## src/rtl/pc_pkg.sv

```systemverilog
// ============================================================================
//  Module      : pc_pkg
//  Description : Shared opcode definitions for the PC sequencer and decoder.
//  Revision    : 1.0 - initial release
// ============================================================================
`default_nettype none

package pc_pkg;

    localparam int OP_W = 2;

    typedef enum logic [OP_W-1:0] {
        OP_SEQ  = 2'b00,
        OP_JUMP = 2'b01,
        OP_CALL = 2'b10,
        OP_RET  = 2'b11
    } op_e;

endpackage

`default_nettype wire

```

## src/rtl/ras_stack.sv

```systemverilog
// ============================================================================
//  Module      : ras_stack
//  Description : Return-address LIFO with full/empty status; no PC logic.
//  Revision    : 1.0 - initial release
// ============================================================================
`default_nettype none

module ras_stack #(
    parameter int AW        = 7,
    parameter int RAS_DEPTH = 4
) (
    input  logic                           clk_i,
    input  logic                           rst_i,
    input  logic                           push_i,
    input  logic                           pop_i,
    input  logic [AW-1:0]                  data_i,
    output logic [AW-1:0]                  top_o,
    output logic [$clog2(RAS_DEPTH+1)-1:0] depth_o,
    output logic                           full_o,
    output logic                           empty_o
);

    localparam int DW = $clog2(RAS_DEPTH + 1);
    localparam int IW = (RAS_DEPTH > 1) ? $clog2(RAS_DEPTH) : 1;

    logic [AW-1:0] mem_q [RAS_DEPTH];
    logic [DW-1:0] depth_q;
    logic [DW-1:0] depth_d;
    logic [IW-1:0] wr_idx;
    logic [IW-1:0] rd_idx;

    assign full_o  = (depth_q == DW'(RAS_DEPTH));
    assign empty_o = (depth_q == '0);
    assign wr_idx  = IW'(depth_q);
    assign rd_idx  = IW'(depth_q - DW'(1));
    assign top_o   = mem_q[rd_idx];
    assign depth_o = depth_q;

    // Push when full and pop when empty are ignored so entries are preserved.
    always_comb begin
        depth_d = depth_q;
        if (push_i && !full_o) begin
            depth_d = depth_q + DW'(1);
        end else if (pop_i && !empty_o) begin
            depth_d = depth_q - DW'(1);
        end
    end

    always_ff @(posedge clk_i) begin
        if (push_i && !full_o) begin
            mem_q[wr_idx] <= data_i;
        end
    end

    always_ff @(posedge clk_i or posedge rst_i) begin
        if (rst_i) begin
            depth_q <= '0;
        end else begin
            depth_q <= depth_d;
        end
    end

endmodule

`default_nettype wire

```

## src/rtl/pc_sequencer.sv

```systemverilog
// ============================================================================
//  Module      : pc_sequencer
//  Description : Program-counter sequencer with wrap, jump and call/return.
//  Revision    : 1.0 - initial release
// ============================================================================
`default_nettype none

module pc_sequencer
    import pc_pkg::*;
#(
    parameter int AW        = 7,
    parameter int PC_MAX    = 2**AW - 1,
    parameter int RAS_DEPTH = 4,
    parameter int RESET_PC  = 0
) (
    input  logic                           Clk,
    input  logic                           Reset,
    input  logic                           En,
    input  logic [OP_W-1:0]                Op,
    input  logic [AW-1:0]                  Target,
    input  logic                           ClrFlags,
    output logic [AW-1:0]                  PC,
    output logic [$clog2(RAS_DEPTH+1)-1:0] Depth,
    output logic                           Wrapped,
    output logic                           Overflow,
    output logic                           Underflow,
    output logic                           BadTarget
);

    localparam logic [AW-1:0] c_pc_max   = AW'(PC_MAX);
    localparam logic [AW-1:0] c_reset_pc = AW'(RESET_PC);

    op_e           op;
    logic [AW-1:0] pc_q, pc_d;
    logic          wrapped_q, wrapped_d;
    logic          ovf_q, ovf_d;
    logic          unf_q, unf_d;
    logic          bad_q, bad_d;
    logic          at_max;
    logic [AW-1:0] nxt;
    logic          tgt_bad;
    logic          push, pop;
    logic [AW-1:0] stk_top;
    logic          stk_full, stk_empty;

    assign op      = op_e'(Op);
    assign at_max  = (pc_q == c_pc_max);
    assign nxt     = at_max ? '0 : pc_q + AW'(1);
    assign tgt_bad = (Target > c_pc_max);

    ras_stack #(
        .AW        (AW),
        .RAS_DEPTH (RAS_DEPTH)
    ) u_ras (
        .clk_i   (Clk),
        .rst_i   (Reset),
        .push_i  (push),
        .pop_i   (pop),
        .data_i  (nxt),
        .top_o   (stk_top),
        .depth_o (Depth),
        .full_o  (stk_full),
        .empty_o (stk_empty)
    );

    // Clears are applied before the op so that a set in the same cycle wins.
    always_comb begin
        pc_d      = pc_q;
        wrapped_d = 1'b0;
        ovf_d     = ovf_q;
        unf_d     = unf_q;
        bad_d     = bad_q;
        push      = 1'b0;
        pop       = 1'b0;
        if (En) begin
            if (ClrFlags) begin
                ovf_d = 1'b0;
                unf_d = 1'b0;
                bad_d = 1'b0;
            end
            case (op)
                OP_SEQ: begin
                    pc_d      = nxt;
                    wrapped_d = at_max;
                end
                OP_JUMP, OP_CALL: begin
                    pc_d = tgt_bad ? '0 : Target;
                    if (tgt_bad) begin
                        bad_d = 1'b1;
                    end
                    if (op == OP_CALL) begin
                        if (stk_full) begin
                            ovf_d = 1'b1;
                        end else begin
                            push = 1'b1;
                        end
                    end
                end
                OP_RET: begin
                    if (stk_empty) begin
                        unf_d     = 1'b1;
                        pc_d      = nxt;
                        wrapped_d = at_max;
                    end else begin
                        pop  = 1'b1;
                        pc_d = stk_top;
                    end
                end
                default: begin
                    pc_d = pc_q;
                end
            endcase
        end
    end

    always_ff @(posedge Clk or posedge Reset) begin
        if (Reset) begin
            pc_q      <= c_reset_pc;
            wrapped_q <= 1'b0;
            ovf_q     <= 1'b0;
            unf_q     <= 1'b0;
            bad_q     <= 1'b0;
        end else begin
            pc_q      <= pc_d;
            wrapped_q <= wrapped_d;
            ovf_q     <= ovf_d;
            unf_q     <= unf_d;
            bad_q     <= bad_d;
        end
    end

    assign PC        = pc_q;
    assign Wrapped   = wrapped_q;
    assign Overflow  = ovf_q;
    assign Underflow = unf_q;
    assign BadTarget = bad_q;

endmodule

`default_nettype wire

```

## config.mk

```make
export PLATFORM = sky130hd
export DESIGN_NAME = pc_sequencer
export DESIGN_NICKNAME = d
export VERILOG_FILES = /design/src/rtl/pc_pkg.sv /design/src/rtl/ras_stack.sv /design/src/rtl/pc_sequencer.sv
export SDC_FILE = /design/constraint.sdc
export NUM_CORES = 1
export LEC_CHECK = 0
export ABC_AREA = 1
export BUFFER_PORTS_ARGS = -buffer_cell sky130_fd_sc_hd__buf_2
export CAP_MARGIN = 30
export CORE_MARGIN = 3
export CORE_UTILIZATION = 46
export DETAILED_ROUTE_END_ITERATION = 12
export GPL_ROUTABILITY_DRIVEN = 1
export PLACE_DENSITY = 0.65
export SETUP_SLACK_MARGIN = 0.2
export SYNTH_ARGS = -nofsm -noshare
export SYNTH_HDL_FRONTEND = slang
export SYNTH_SLANG_ARGS = --single-unit
```

## constraint.sdc

```tcl
create_clock -name Clk -period 3.6 [get_ports Clk]
set_input_delay 0.18 -clock Clk [delete_from_list [all_inputs] [get_ports Clk]]
set_output_delay 0.18 -clock Clk [all_outputs]
set_load 0.01 [all_outputs]
```

== Word level (Yosys, flattened, before mapping) ==
Memories as Yosys holds them, arrays and structs flattened.
Cells that the tools add are included.

* Bits in writable memories: 28
* Register bits: 14
* Memory bits (read-only): 0
* Memories: 1
* Bits of input ports: 13
* Output and inout port bits: 14
* Latch bits: 0

{| class="wikitable"
|+ Memories
! name !! words !! width !! read ports !! clocked after memory_dff !! write ports !! line !! source
|-
| u_ras.mem_q || 4 || 7 || 1 || 0 || 1 || ras_stack.sv:26 || <nowiki>logic [AW-1:0] mem_q [RAS_DEPTH];</nowiki>
|}

* Reduce and logical (&&, ||, !) cells: 8
* Add/subtract/negate cells: 3
* Multipliers: 0
* $lt $le $gt $ge: 1
* Equal/unequal tests: 5
* Bitwise operators: 0
* Shift-type cells: 0
* Multiplexer cells: 28
* Div/mod/pow operators: 0

{| class="wikitable"
|+ Operators with widths
! operator !! count
|-
| 2-to-1 mux 1 bit || 21
|-
| 2-to-1 mux 7 bit || 3
|-
| one-hot mux 7 bit (3 select lines) || 1
|-
| adder 7 x 1 -> 7 bit (second input constant) || 1
|-
| equality test 7 bit (second input constant) || 1
|-
| greater-than comparator 7 bit (second input constant) || 1
|-
| 2-to-1 mux 3 bit || 2
|-
| equality test 2 bit (second input constant) || 2
|-
| adder 3 x 1 -> 3 bit (second input constant) || 1
|-
| equality test 3 bit (second input constant) || 1
|-
| zero test 3 bit || 1
|-
| subtractor 3 x 1 -> 3 bit (second input constant) || 1
|-
| equality test 2 x 1 -> 1 bit (second input constant) || 1
|-
| logical AND 1 bit || 2
|-
| zero test 1 bit || 2
|-
| zero test 2 bit || 1
|-
| one-hot mux 1 bit (2 select lines) || 1
|-
| nonzero test 2 bit || 1
|-
| OR reduction 2 bit || 1
|}

== Depth between registers and ports, before layout ==
Gate-level depths: netlist (run 1).

* Depth after elaboration: 8
* Depth in mapped cells: 13

== By module ==
From an unflattened synthesis (run 1), not the netlist that was laid out.

* Cells, all modules: 251
* Area, all modules: 2273.4 um^2

{| class="wikitable"
|+ Modules (own cells, without submodules)
! module !! area an instance (um^2) !! times used !! cells each
|-
| ras_stack || 1407.6 || 1 || 128
|-
| pc_sequencer || 865.8 || 1 || 123
|}

== Worst setup path after synthesis (run 1) ==
No wires, ideal clock.

* Path kind: flip-flop to flip-flop
* From: reg u_ras.depth_q[0], in the netlist u_ras.depth_o[0]
* To: reg u_ras.depth_q[2], in the netlist u_ras.depth_o[2]
* Cell stages (with the launch flop): 10
* Buffers on the path: 2
* Setup time: 127 ps
* Arrival: 1832 ps
* Required time: 3473 ps
* Slack: 1640 ps
* Path through: dfrtp_1 -> buf_6 -> inv_8 -> buf_8 -> ha_1 -> nand2_1 -> nand3_4 -> nor2_1 -> o21ai_1 -> xnor2_1

* Cells in the longest elaborated chain, start to end: 7
* Elaborated cells between the ends (all ways): 18
* Classes of those cells: 2 x add/sub; 1 x eq/ne; 9 x mux; 6 x reduce/logical

{| class="wikitable"
|+ Ends and longest elaborated chain
! item !! line !! source
|-
| start, declared || ras_stack.sv:27 || <nowiki>logic [DW-1:0] depth_q;</nowiki>
|-
| start signal, assigned || ras_stack.sv:59 || <nowiki>depth_q <= depth_d;</nowiki>
|-
| equality test 3 bit || ras_stack.sv:32 || <nowiki>assign full_o = (depth_q == DW'(RAS_DEPTH));</nowiki>
|-
| 2-to-1 mux 1 bit || pc_sequencer.sv:92 || <nowiki>if (stk_full) begin</nowiki>
|-
| 2-to-1 mux 1 bit || pc_sequencer.sv:91 || <nowiki>if (op == OP_CALL) begin</nowiki>
|-
| 2-to-1 mux 1 bit || pc_sequencer.sv:81 || <nowiki>case (op)</nowiki>
|-
| 2-to-1 mux 1 bit || pc_sequencer.sv:75 || <nowiki>if (En) begin</nowiki>
|-
| logical AND 1 bit || ras_stack.sv:42 || <nowiki>if (push_i && !full_o) begin</nowiki>
|-
| 2-to-1 mux 3 bit or nonzero test 2 bit (tied branches) || n/a ||
|}

Parallel ways exist; a longest one is shown, timed or not. The select of a mux whose other input is x is not followed.
A chain may end at the register's enable or synchronous reset.

== Final worst setup path (run 1) ==
Ends and elaborated chain as after synthesis.

==> results of run 1 <==
-- metrics by stage --
step	worst slack, ps	instance area, um2	std cells
2_1_floorplan	1640	2250	250
3_3_place_gp	1270	2390	334
3_5_place_dp	1200	2390	334
4_1_cts	1190	2500	343
5_1_grt	982	2500	343
6_report	1210	2500	343
-- sequential cells by signal, summed over array words and instances, names as in the netlist --
register / count
u_ras.depth_o: 3
BadTarget: 1
PC: 7
Underflow: 1
u_ras.mem_q: 28
Wrapped: 1
Overflow: 1
-- what timing repair did --
action | in CTS | in global routing
setup buffers | 0 | 0
hold endpoints to repair | 14 | 0
hold buffers | 1 | 0
-- cell type report --
class                      instances  area, um2  share of cell area (%)
clock buffer                       7       76.3                    3.05
sequential                        42       1190                    47.6
tap                               65       81.3                    3.25
inverter                          37        146                    5.85
clock inverter                     1       30.0                    1.20
timing repair buffer              27        140                    5.60
multi-input combinational        164        838                    33.5
-- critical path: stages (launching register included) --
cell and delay (ps):
dfrtp_1 810, inv_8 120, ha_1 250, nand2_1 130, nand3_4 130, nor2_1 520
o21ai_1 170, xnor2_1 150
-- layer usage --
layer	track usage [%]	wire [um]	part of all wire [%]
met5	0	0	0
met4	5.98	99	2.1
met3	3.55	242	5.0
met2	28.4	2230	46
met1	23.7	2240	47
-- power breakdown --
part / switching (mW) / internal, mW
Combinational: 0.407 / 0.209
Sequential: 0.0907 / 0.611
Clock: 0.156 / 0.208
Total: 0.653 / 1.03
-- synth_stat cells (2+ instances only) --
library cell  instances  area share, %
dfrtp_1              14             16
inv_1                34            5.7
nor2_1               26            4.3
nand4_1               2           0.56
nand2_1              70             12
inv_2                 2           0.33
o21bai_1              2           0.67
edfxtp_1             28             37
buf_6                 3            1.5
nand2_2               7            1.9
ha_1                 10            5.6
o21ai_0               2           0.44
a21oi_1               6            1.3
nand3_1              28            6.2
-- worst paths after layout --
path                                        from          endpoint  slack (ps)  cells past startpoint
worst max register to register  u_ras.depth_o[0]  u_ras.depth_o[2]        1210                      7
max in group asynchronous                  Reset             PC[0]        2750                      3
worst min register to register         BadTarget         BadTarget         490                      1
min in group asynchronous                  Reset  u_ras.depth_o[0]         470                      3
worst max-delay path            u_ras.depth_o[0]  u_ras.depth_o[2]        1210                      7
worst min-delay path                    ClrFlags         Underflow         200                      4
-- cells by family (layout without fill, tap and decap cells) --
| kind of cell | after synthesis | count (layout) | synth area share [%] |
|---|---|---|---|
| DFF | 42 | 42 | 52.9 |
| buffers and inverters | 44 | 72 | 9.84 |
| AOI/OAI and AO/OA | 14 | 14 | 3.84 |
| adders and majority gates | 10 | 10 | 5.56 |
| and+or+nand+nor | 138 | 138 | 27.1 |
| xor gates and xnor gates | 2 | 2 | 0.778 |
-- cell usage in the layout (no fill, tap or decap), drive strengths merged, types with 2 or more instances in the layout --
cell	instances
nand2	78
inv	37
nand3	29
edfxtp	28
nor2	28
buf	26
dfrtp	14
ha	10
a21oi	7
clkbuf	7
o21ai	3
o21bai	2
nand4	2
==> metrics.txt, run 1 <==
largest net degree at the start of global routing=20; pwr/cell area=671 mW/mm2; Leak=1.20 nW; Yosys reg bits=42; syn nets=~270; GRT Total Usage=between 10% and 20%; ys async rst share=33.3%; Hold Vio Cnt, Final=0; worst-path maximum fanout=19; total wire length=slightly below 5000 um; DR pass1 iterations=5; Slew HR=52.6%; vias in the first global route=~1700; final antenna-violating net count=0; DR vias=1701; setup_tns=0 ps; TritonCTS Buffers=5; fraction of layout cells with a size suffix above 1=16.9%; highest clock rate=0.418 GHz; Worst Hold Class=in -> reg; # Max-Cap Violations=0; RSZ-0062 raised after global routing=false; area delta synth->final=11.2%; hold_ws=about 200 ps; Synth Instances=250; I/O pin total=27; core box area=roughly 0.0045 mm2; GP Congestion=0.848; status=finished clean; Critical Path RT=~3800 ps; CTS tree=built; 1st-iter DRT viols=126; Final min period=roughly 2400 ps; DP Wirelength=3650 um; total congestion overflow=0; warning count from the yosys run=0; die width=around 76 um; Overall Power=approximately 1.7 mW; WL/cell=14.0 um; Nets=300; CP Capture Type=register; Die ar.=0.00577 mm2; initial antenna violation count=0; Ant. Diodes=0; final worst-path cycle share=66.5%; I/O Buffers=26; sequential area share after synthesis=52.9%; Pins Over Slew Limit=0; Clock Latency Late Sink=290 ps; worst vdd ir=322 uV; top_reg_cell synth=edfxtp_1; clock sinks=42; vias per inst=4.96; clock slew at the register clock pins of the worst setup and hold paths=80 ps; number of flops mapped to enable cells by yosys=28; final setup fails=0; Rows=24; Post-CTS Resized=0; first-pass GRT wire length=roughly 7900 um; DRC violations left=0; Starting Density=between 40% and 50%; fill count=412; Finished Core Util=55.2%; Clock Skews=10.1 ps; die height=76.0 um; Worst Tran Pin Value=712 ps; Yosys cell types=30; Setup CP Type=reg -> reg; H-Tree Depth=2; Setup crit start kind=register; Synth Area per Inst=between 9 and 10 um2; Synth Cell Area=around 0.0023 mm2; CTS Root Cell=clkbuf_8; Arr. time, crit path=between 2000 and 3000 ps; clk buf depth=2
No activity file was read; power rests on OpenSTA's default activity.
==> inputs of run 2 (changes only) <==
ABC_AREA = 0   (was 1)
PLACE_DENSITY = 0.69   (was 0.65)
clock period = 2.2 ns   (was 3.6 ns; I/O delays follow)
==> run 2 against run 1 <==
Compared with the run above: die area down 9.2%; flip-flop and latch count unchanged; clock-buffer cell count down 2; non-clock buffer count up 3; global-route usage down 0.94 points; setup slack worse by 840 ps; highest routed layer unchanged.
==> metrics.txt, run 2 <==
Ant. Diodes=0; Final min period=1830 ps; final antenna-violating net count=0; I/O Buffers=26; CTS tree=built; commonest cells after routing, fill and taps aside=edfxtp_1, buf_2, dfrtp_1, nor2_1; Post-synth top cells=edfxtp_1, dfrtp_1, nor2_1, ha_1, nand2_1; H-Tree Depth=2; initial antenna violation count=0; vias in the first global route=1307; pwr/cell area=1080 mW/mm2; vias per inst=5.66; worst vdd ir=about 420 uV; cell with the most instances after synthesis=edfxtp_1; status=finished clean; Leak=approximately 0.95 nW; Top reg by flops=u_ras.mem_q; Clock Latency Late Sink=300 ps; Pins Over Slew Limit=0; Hold Vio Cnt, Final=0; first-pass GRT wire length=between 6000 and 7000 um; final worst-path cycle share=about 83%; area leader, netlist=edfxtp_1; RSZ-0062 raised after global routing=false; GRT Total Usage=16.6%; Setup crit start kind=register; core box area=0.00412 mm2; Clock Skews=roughly 11 ps; clk buf depth=2; Crit-path slowest cell=mux4_1; ys async rst share=33.3%; worst stage delay on the critical path=560 ps; Die ar.=roughly 0.0052 mm2; fill count=325; # Max-Cap Violations=0; warning count from the yosys run=0; CP Capture Type=register; Synth Area per Inst=between 10 and 15 um2; clock sinks=42; postcts setup bufs=0; Rows=23; DR vias=1301; delay-heaviest family, CP=multiplexers; Overall Power=2.53 mW; setup_tns=0 ps; GP Congestion=0.818; 1st-iter DRT viols=54; share of the synthesized area in the top cell type=about two fifths; fraction of layout cells with a size suffix above 1=26.1%; final setup fails=0; syn nets=171; number of flops mapped to enable cells by yosys=28; sequential area share after synthesis=58.8%; Nets=202; die width=approximately 72 um; largest net degree at the start of global routing=17; Yosys reg bits=42; total wire length=3830 um; Slew HR=slightly above 60%; Critical Path RT=between 2000 and 2500 ps; Area contributors post-synth=edfxtp_1, dfrtp_1, mux4_1; area delta synth->final=15.7%; Multi-input gate area=~800 um2; highest clock rate=0.547 GHz; worst-path maximum fanout=7; I/O pin total=27; DP Wirelength=about 2800 um; WP buf/inv=1; Synth Cell Area=0.00203 mm2; Storage cell area=0.00119 mm2; clock slew at the register clock pins of the worst setup and hold paths=90 ps; die height=roughly 72 um; Worst Tran Pin Value=about 580 ps; CTS Root Cell=clkbuf_8; TritonCTS Buffers=5; Starting Density=49.2%; total congestion overflow=0; top_reg_cell synth=edfxtp_1; Finished Core Util=56.9%; max reg flops=28; DR pass1 iterations=4; crit-path cells=buf_4 -> mux4_1 -> a32oi_1 -> nor2_1 -> a221o_1; WL/cell=about 17 um; Yosys cell types=34; Worst Hold Class=in -> reg; Setup CP Type=reg -> reg; commonest non-fill, non-tap cell in the layout=edfxtp_1; Arr. time, crit path=2030 ps; DRC violations left=0; Synth Instances=148
-- run 2: final cells by class --
type | instances | share of cell area (%)
Sequential cell | 42 | 50.9
Multi-Input combinational cell | 94 | 34.2
Timing Repair Buffer | 30 | 6.94
Clock buffer | 5 | 2.94
Tap cell | 50 | 2.67
Clock inverter | 3 | 1.23
Inverter | 6 | 1.17
-- run 2: cell families (layout without fill, tap and decap cells) --
family                     Yosys count  count (layout)  share of synthesized area, %
buffers and inverters               12              44                          2.59
DFF                                 42              42                          58.8
muxes                                9               9                          9.94
and+or+nand+nor                     42              42                          9.94
xor gates and xnor gates             6               6                          2.59
AOI/OAI and AO/OA                   27              27                          9.94
adders and majority gates           10              10                          6.18
-- run 2: metal layers --
metal | vias up | wire length [um] | part of all wire (%) | global-route usage [%]
met5 | - | 0 | 0 | 0
met4 | 0 | 54 | 1.4 | 7.31
met3 | 5 | 269 | 7.0 | 4.71
met2 | 42 | 1870 | 49 | 26.9
met1 | 630 | 1640 | 43 | 20.8
li1 | 624 | - | - | -
-- run 2: path summary, 6_finish.rpt --
check                                      start                to  slack, ps  cells after the start
max in group asynchronous                  Reset  u_ras.depth_o[0]       1370                      3
min in group asynchronous                  Reset             PC[2]        400                      3
worst min register to register         BadTarget         BadTarget        490                      1
worst max register to register  u_ras.depth_o[0]             PC[4]        370                      5
worst max-delay path            u_ras.depth_o[0]             PC[4]        370                      5
worst min-delay path                          En             PC[0]        100                      2
-- run 2: report_power, final --
group,internal [mW],switching [mW],leakage (nW),total [mW]
clock,0.237,0.295,0.0506,0.532
combinational,0.418,0.452,0.471,0.870
sequential,1.01,0.113,0.432,1.12
total,1.67,0.860,0.954,2.53
-- run 2: per-stage QoR --
step | hold slack (ps) | area [um2] | worst slack [ps] | instances
global placement | 179 | 2230 | 328 | 221
global route | 116 | 2340 | 218 | 230
detailed placement | 189 | 2230 | 239 | 221
floorplan | -0.781 | 2050 | 277 | 148
finish | 96.1 | 2340 | 371 | 230
CTS | 76.2 | 2340 | 245 | 230
-- run 2: timing repair --
| item | CTS | global route |
|---|---|---|
| endpoints found under the hold margin | 14 | 0 |
| setup endpoints to repair | 0 | 26 |
| hold buffers | 1 | 0 |
| resized for setup | 0 | 5 |
